==> src/rtl/apb_slave_regfile.sv <==
// APB completer register file: read-only ID at address 0, RW storage above it,
// programmable wait states, error response for unmapped or ID writes.
module apb_slave_regfile #(
    parameter int                    ADDR_WIDTH  = 7,
    parameter int                    DATA_WIDTH  = 8,
    parameter int                    DEPTH       = 64,
    parameter int                    WAIT_CYCLES = 1,
    parameter logic [DATA_WIDTH-1:0] ID_VALUE    = 8'hA5
) (
    input  logic                  PCLK,
    input  logic                  PRESET,
    input  logic                  PSEL,
    input  logic                  PENABLE,
    input  logic                  PWRITE,
    input  logic [ADDR_WIDTH-1:0] PADDR,
    input  logic [DATA_WIDTH-1:0] PWDATA,
    output logic [DATA_WIDTH-1:0] PRDATA,
    output logic                  PREADY,
    output logic                  PSLVERR
);

    localparam int         IDX_W  = (DEPTH > 1) ? $clog2(DEPTH) : 1;
    localparam logic [3:0] WAIT_C = 4'(WAIT_CYCLES);

    typedef enum logic [1:0] {
        IDLE,
        SETUP,
        ACCESS
    } state_e;

    state_e                 state_q, state_d;
    logic [3:0]             cnt_q, cnt_d;
    logic [DATA_WIDTH-1:0]  mem_q [DEPTH];

    logic                   in_range;
    logic                   is_id;
    logic                   err;
    logic                   wr_en;
    logic [IDX_W-1:0]       idx;
    logic [DATA_WIDTH-1:0]  rd_val;

    assign in_range = 32'(PADDR) < 32'(DEPTH);
    assign is_id    = (PADDR == '0);
    assign err      = !in_range || (PWRITE && is_id);
    assign idx      = PADDR[IDX_W-1:0];
    assign rd_val   = is_id ? ID_VALUE : mem_q[idx];

    always_comb begin
        state_d = state_q;
        cnt_d   = cnt_q;
        PREADY  = 1'b0;
        PSLVERR = 1'b0;
        PRDATA  = '0;
        wr_en   = 1'b0;
        unique case (state_q)
            IDLE: begin
                if (PSEL && !PENABLE) state_d = SETUP;
            end
            SETUP: begin
                cnt_d   = '0;
                state_d = ACCESS;
            end
            ACCESS: begin
                if (!PSEL || !PENABLE) begin
                    state_d = IDLE;
                end else if (cnt_q == WAIT_C) begin
                    PREADY  = 1'b1;
                    PSLVERR = err;
                    wr_en   = PWRITE && !err;
                    if (!PWRITE && !err) PRDATA = rd_val;
                    // PENABLE is high here, so the next setup phase is
                    // picked up from IDLE on the following edge.
                    state_d = (PSEL && !PENABLE) ? SETUP : IDLE;
                end else begin
                    cnt_d = cnt_q + 4'd1;
                end
            end
            default: state_d = IDLE;
        endcase
    end

    always_ff @(posedge PCLK or negedge PRESET) begin
        if (!PRESET) begin
            state_q <= IDLE;
            cnt_q   <= '0;
        end else begin
            state_q <= state_d;
            cnt_q   <= cnt_d;
        end
    end

    always_ff @(posedge PCLK or negedge PRESET) begin
        if (!PRESET) begin
            for (int i = 0; i < DEPTH; i++) mem_q[i] <= '0;
        end else if (wr_en) begin
            mem_q[idx] <= PWDATA;
        end
    end

endmodule

==> config.mk <==
export PLATFORM = sky130hd
export DESIGN_NAME = apb_slave_regfile
export DESIGN_NICKNAME = d
export VERILOG_FILES = /design/src/rtl/apb_slave_regfile.sv
export SDC_FILE = /design/constraint.sdc
export NUM_CORES = 1
export LEC_CHECK = 0
export CAP_MARGIN = 20
export CORE_MARGIN = 2
export CORE_UTILIZATION = 55
export DETAILED_ROUTE_END_ITERATION = 8
export PLACE_DENSITY = 0.71
export SLEW_MARGIN = 0
export SYNTH_ARGS = -nofsm -noshare
export SYNTH_HDL_FRONTEND = slang
export SYNTH_SLANG_ARGS = --single-unit
==> constraint.sdc <==
create_clock -name PCLK -period 3.7 [get_ports PCLK]
set_input_delay 0.74 -clock PCLK [delete_from_list [all_inputs] [get_ports PCLK]]
set_output_delay 0.74 -clock PCLK [all_outputs]
set_load 0.05 [all_outputs]
==> results of run 1 <==
synth_stat cells (all sizes together) (4+ instances only):
cell    instances  area share (%)
buf            62             1.4
a21oi          40            0.82
a311oi          4            0.14
a31oi          14            0.36
clkbuf         83             1.3
dfrtp         518              53
or2             5            0.13
a221o           5            0.21
a211oi          5            0.15
nand2          56             1.1
mux2i          62             2.5
nand4           4            0.19
a221oi         48             1.7
nor2b           5            0.13
o21ai          29            0.60
o22ai          26            0.67
and2            6            0.15
mux2          550              26
nor2           64             2.2
a22oi          32            0.99
nor3           12            0.33
o22a            5            0.18
mux4           36             3.3
nand3          16            0.48
inv             5           0.077
a22o           12            0.43
power by group:
part	internal [mW]	total [mW]	switching, mW
Combinational	0.251	0.795	0.544
Sequential	5.68	5.69	0.0101
Clock	3.26	5.52	2.26
state kept, by name, indices dropped and copies added, names as in the netlist:
signal	flops
cnt_q	4
mem_q	512
state_q	2
layer usage:
layer	wire length [um]	share of wire [%]	vias to the layer above
met4	3110	4.4	0
met3	5250	7.4	177
li1	-	-	6797
met5	0	0	-
met2	32700	46	644
met1	30200	42	8546
layout make-up:
cell class	count	area (um2)
Inverter	6	22.5
Antenna cell	3	7.51
Timing Repair Buffer	227	2200
Multi-Input combinational cell	1083	10900
Clock inverter	16	165
Fill cell	3239	15300
Clock buffer	80	1640
Tap cell	592	741
Sequential cell	518	13000
logic make-up after synthesis:
kind of cell,count (synthesis),share of synthesized area (%)
xor+xnor,1,0.0360
flops,518,53.2
fa+ha+maj,2,0.103
simple gates,194,5.59
compound gates,238,6.92
mux,648,31.4
buf+inv,151,2.74
timing repair:
item,CTS,global route
setup endpoints to repair,4,8
gates resized for setup,12,21
pin swaps,2,2
gates cloned,0,1
per-stage QoR:
step	total power [mW]	std cells	instance area, um2	hold WS [ns]
global placement	6.55	2425	26600	0.361
CTS	12.0	2521	28500	0.231
floorplan	6.11	1752	24400	0.425
detailed placement	6.56	2425	26600	0.369
finish	12.0	2525	28600	0.169
global route	12.4	2524	28600	0.250
worst max path at each step:
stage              from        end  slack (ns)  cells after the start
2_1_floorplan  PADDR[1]  PRDATA[5]        0.02                      9
3_3_place_gp   PADDR[5]  PRDATA[3]       -0.11                     10
3_5_place_dp   PADDR[5]  PRDATA[3]       -0.15                     10
4_1_cts        PADDR[3]  PRDATA[3]      -0.005                     10
5_1_grt        PADDR[0]  PRDATA[4]       -0.01                      9
6_report       PADDR[0]  PRDATA[4]        0.03                     10
worst max-delay path: stages:
cell	delay, ns
buf_6	0.20
buf_12	0.18
mux2_2	0.34
a221oi_1	0.34
o22ai_1	0.15
buf_4	0.17
a22o_1	0.18
a211oi_2	0.21
a31oi_2	0.18
buf_12	0.22
==> impl_metrics.py, run 1 <==
metrics = {
    "critical_path": {
        "r2r_start": "cnt_q[1]$_DFFE_PN0P_",
        "timing.rr.end": "mem_q[195]$_DFFE_PN0P_",
        "worstPathArrival_ns": 2.93,
        "crit_required_ns": 2.96,
        "worst-r2r-setup-slack_ns": 0.82,
        "crit_path_end_kind": "output pin",
        "cp_max_fo": 12,
        "path_class": "primary input to output pin",
        "worst_r2r_path_depth": 8,
        "cp-start-kind": "primary input",
    },
    "synthesis": {
        "ys_seq_area_share_pct": 53.2,
        "synth_warnings": 0,
        "synth_ff_type": "dfrtp_1",
        "mappedNetlistArea_um2": 24400,
        "syn_inst": 1752,
        "async_reset_ff_share_pct": 100,
        "synth_edf_count": 0,
        "syn_area_per_cell_um2": 13.9,
        "ys_types": 70,
        "ys_seq_elements": 518,
        "synth_nets": 1774,
    },
    "power": {
        "peakVddDrop_v": 0.000394,
        "leakage_nw": 14.0,
        "power_density_nw_per_um2": 420,
    },
    "grt": {
        "grt_max_degree": 98,
        "met3_usage_pct": 5.23,
        "grtUsageTotal_pct": 31.3,
        "antenna_found_initial": 2,
        "grt_pass1_wl_um": 108000,
        "grt_pass1_vias": 16700,
        "grt_use_met2_pct": 47.7,
        "grt_overflow_total": 0,
        "busiest_layer": "met2",
        "use_met1_pct": 44.5,
    },
    "placed_design": {
        "hpwl_um": 47900,
        "pre_cts_ws_ns": -0.150,
        "gp_congestion": 0.981,
        "numPortBuffers": 29,
    },
    "clocking": {
        "numCtsBuffers": 54,
        "post_cts_buffers": 0,
        "ctsHoldBuffers": 0,
        "path_clk_slew_ns": 0.06,
        "clockRootBuffer": "clkbuf_16",
        "clock_latency_ns": 0.61,
        "htreeDepth": 2,
        "cts_tree": "done",
        "cts.sinks": 518,
        "cts_buffer_depth": 3,
    },
    "layout": {
        "area_delta_synth_final_pct": 17.4,
        "most-common-layout-cells": "529 x mux2_2, 518 x dfrtp_1, 172 x buf_4",
        "layout_commonest_cell": "mux2_2",
        "postLayoutCoreUtil_pct": 65.1,
        "nNetsFinal": 1912,
        "final_layout_size_suffix_gt1_share_pct": 50.3,
    },
    "sta": {
        "hold_viol_final": 0,
        "timing.fmax_ghz": 0.273,
        "skew_ns": 0.0146,
        "report.final.slew_viol_count": 0,
        "fin_crit_ns": 3.67,
        "tightest_slew_ns": 0.906,
        "setup_viol_count_final": 0,
        "worst_slack_ns": 0.0339,
        "relSlewSlack_pct": 39.6,
        "tns_ns": 0,
        "rsz0062_at_grt": "true",
        "post-route-period-util_pct": 99.1,
    },
    "route": {
        "firstDrtPassIters": 5,
        "vias": 16200,
        "drtIter0Drc": 1411,
        "wirelength_um": 71300,
        "wl_per_cell_um": 28.2,
        "ant_nets": 0,
        "via_per_inst": 6.40,
        "drc": 0,
    },
    "floorplan": {
        "core-area_um2": 43900,
        "num_rows": 77,
        "die_w_um": 214,
        "io_pins": 30,
        "die_area_um2": 46000,
        "die_h_um": 214,
        "start_util_pct": 55.5,
    },
    "min_path": {
        "hold_path.class": "primary input to async pin",
    },
    "run_status": {
        "outcome": "finished clean",
    },
    "flow_run": {
        "drv_cap": 0,
    },
}
Power figures use the tool's default switching activity.
==> inputs of run 2 (changes only) <==
Settings changed: GPL_TIMING_DRIVEN set to 0.
==> impl_metrics.py, run 2 (same netlist as run 1, synthesis figures left out) <==
metrics = {
    "run_status": {
        "outcome": "complete, but fails checks",
        "violations": "setup timing",
    },
    "sta": {
        "worst_slack_ns": -0.0868,
        "setup_viol_count_final": 7,
        "tightest_slew_ns": 1.22,
        "skew_ns": 0.0349,
        "fin_crit_ns": 3.79,
        "timing.fmax_ghz": 0.264,
        "tns_ns": -0.320,
        "relSlewSlack_pct": 18.9,
        "hold_slack_ns": 0.179,
        "report.final.slew_viol_count": 0,
        "post-route-period-util_pct": 102,
        "rsz0062_at_grt": "true",
        "hold_viol_final": 0,
    },
    "critical_path": {
        "critPathBufInv": 5,
        "worst-r2r-setup-slack_ns": 0.34,
        "crit_required_ns": 2.96,
        "r2r_start": "cnt_q[1]$_DFFE_PN0P_",
        "cp_max_fo": 10,
        "crit_path_end_kind": "output pin",
        "path_cells": "buf_8 > buf_8 > buf_6 > buf_6 > mux2i_1 > a22oi_1 > a311oi_4 > a31oi_2 > buf_6",
        "critPathTopFamily": "buffers and inverters",
        "worstSetupStartpoint": "PADDR[1]",
        "path_class": "primary input to output pin",
        "path_depth": 9,
        "worst_r2r_path_depth": 8,
        "crit_top_cell": "buf_6",
        "cp-start-kind": "primary input",
        "timing.rr.end": "mem_q[90]$_DFFE_PN0P_",
        "crit_path_top_delay_cell": "a311oi_4",
        "crit_path_end": "PRDATA[3]",
        "cpPeakStageDelay_ns": 0.51,
        "worstPathArrival_ns": 3.05,
    },
    "flow_run": {
        "drv_cap": 0,
    },
    "power": {
        "clockPowerShare_pct": 44.6,
        "peakVddDrop_v": 0.000367,
        "p_sw_mw": 3.06,
        "p_int_mw": 8.99,
        "leakage_nw": 13.7,
        "p_total_mw": 12.0,
        "swShare_pct": 25.4,
        "power_density_nw_per_um2": 421,
        "combPwrFrac_pct": 8.2,
        "seqPwrFrac_pct": 47.2,
    },
    "layout": {
        "postLayoutCoreUtil_pct": 65.2,
        "reg_top3": "mem_q x512, cnt_q x4, state_q x2",
        "nFillCells": 3326,
        "final_layout_size_suffix_gt1_share_pct": 48.5,
        "layout_commonest_cell": "mux2_2",
        "top_register": "mem_q",
        "nNetsFinal": 1892,
        "largest_reg_flops": 512,
        "area_delta_synth_final_pct": 17.5,
        "most-common-layout-cells": "529 x mux2_2, 518 x dfrtp_1, 75 x clkbuf_1",
    },
    "clocking": {
        "ctsHoldBuffers": 0,
        "cts_buffer_depth": 3,
        "path_clk_slew_ns": 0.05,
        "clockRootBuffer": "clkbuf_16",
        "cts.sinks": 518,
        "cts_tree": "done",
        "htreeDepth": 2,
        "clock_latency_ns": 0.64,
        "numCtsBuffers": 54,
    },
    "placed_design": {
        "hpwl_um": 59100,
        "pre_cts_ws_ns": -2.54,
        "numPortBuffers": 20,
        "gp_congestion": 1.04,
    },
    "grt": {
        "antenna_found_initial": 4,
        "grt_pass1_wl_um": 126000,
        "grtUsageTotal_pct": 38.5,
        "grt_overflow_total": 0,
        "grt_max_degree": 117,
        "grt_pass1_vias": 17300,
    },
    "route": {
        "firstDrtPassIters": 6,
        "vias": 17200,
        "ant_nets": 0,
        "via_per_inst": 6.86,
        "drc": 0,
        "drtIter0Drc": 2162,
        "wirelength_um": 88600,
        "wl_per_cell_um": 35.3,
    },
    "floorplan": {
        "num_rows": 77,
        "core-area_um2": 43900,
        "die_w_um": 214,
        "die_area_um2": 46000,
        "start_util_pct": 55.5,
        "die_h_um": 214,
        "io_pins": 30,
    },
    "min_path": {
        "hold_path.class": "primary input to async pin",
    },
}
## run 2: cell count changes in the layout (fill, tap and decap cells not counted), moves of 11 or more
cell,previous run,this run
buf_8,1,17
o21ai_0,28,17
buf_12,35,9
clkbuf_1,10,75
buf_4,172,51
buf_6,2,21
## run 2: layer usage
layer	track usage [%]	routed length (um)	up-vias
li1	-	-	6786
met1	51.4	34000	9006
met2	56.9	38800	1084
met3	10.1	9680	324
met4	22.7	6070	2
met5	0	13	-
## run 2: layout make-up
| class | instances | area [um2] | share of cell area, % |
|---|---|---|---|
| buffer | 138 | 1140 | 3.99 |
| sequential | 518 | 13000 | 45.3 |
| tap | 592 | 741 | 2.59 |
| antenna | 2 | 5.00 | 0.0175 |
| inverter | 6 | 31.3 | 0.109 |
| multi-input combinational | 1083 | 11300 | 39.3 |
| timing repair buffer | 69 | 758 | 2.65 |
| clock inverter | 17 | 140 | 0.489 |
| clock buffer | 84 | 1590 | 5.57 |
## run 2: power groups by stage
stage                     clock (mW)  sequential (mW)  combinational (mW)
after global routing            5.62             5.69                1.00
after detailed placement           0             5.79               0.809
final                           5.37             5.69               0.987
after global placement             0             5.80               0.775
after floorplan                    0             5.79               0.324
after CTS                       5.39             5.69               0.892
## run 2: worst min-delay path by stage
stage,slack (ns),endpoint,start
2_1_floorplan,0.42,mem_q[504]$_DFFE_PN0P_,mem_q[504]$_DFFE_PN0P_
4_1_cts,0.20,mem_q[27]$_DFFE_PN0P_,PRESET
3_5_place_dp,0.45,mem_q[504]$_DFFE_PN0P_,mem_q[504]$_DFFE_PN0P_
5_1_grt,0.24,mem_q[50]$_DFFE_PN0P_,PRESET
6_report,0.18,mem_q[59]$_DFFE_PN0P_,PRESET
3_3_place_gp,0.44,mem_q[505]$_DFFE_PN0P_,mem_q[505]$_DFFE_PN0P_
## run 2: timing repair
item | in CTS | in global routing
resized for setup | 302 | 56
setup endpoints to repair | 17 | 8
buffers inserted | 4 | 33
cloned | 0 | 2
pin swaps | 9 | 12
## run 2: per-stage QoR
| stage | instance area, um2 | std cells |
|---|---|---|
| final | 28600 | 2509 |
| after detailed placement | 25500 | 2374 |
| after floorplan | 24400 | 1752 |
| after global routing | 28600 | 2508 |
| after global placement | 25300 | 2364 |
| after CTS | 28000 | 2472 |
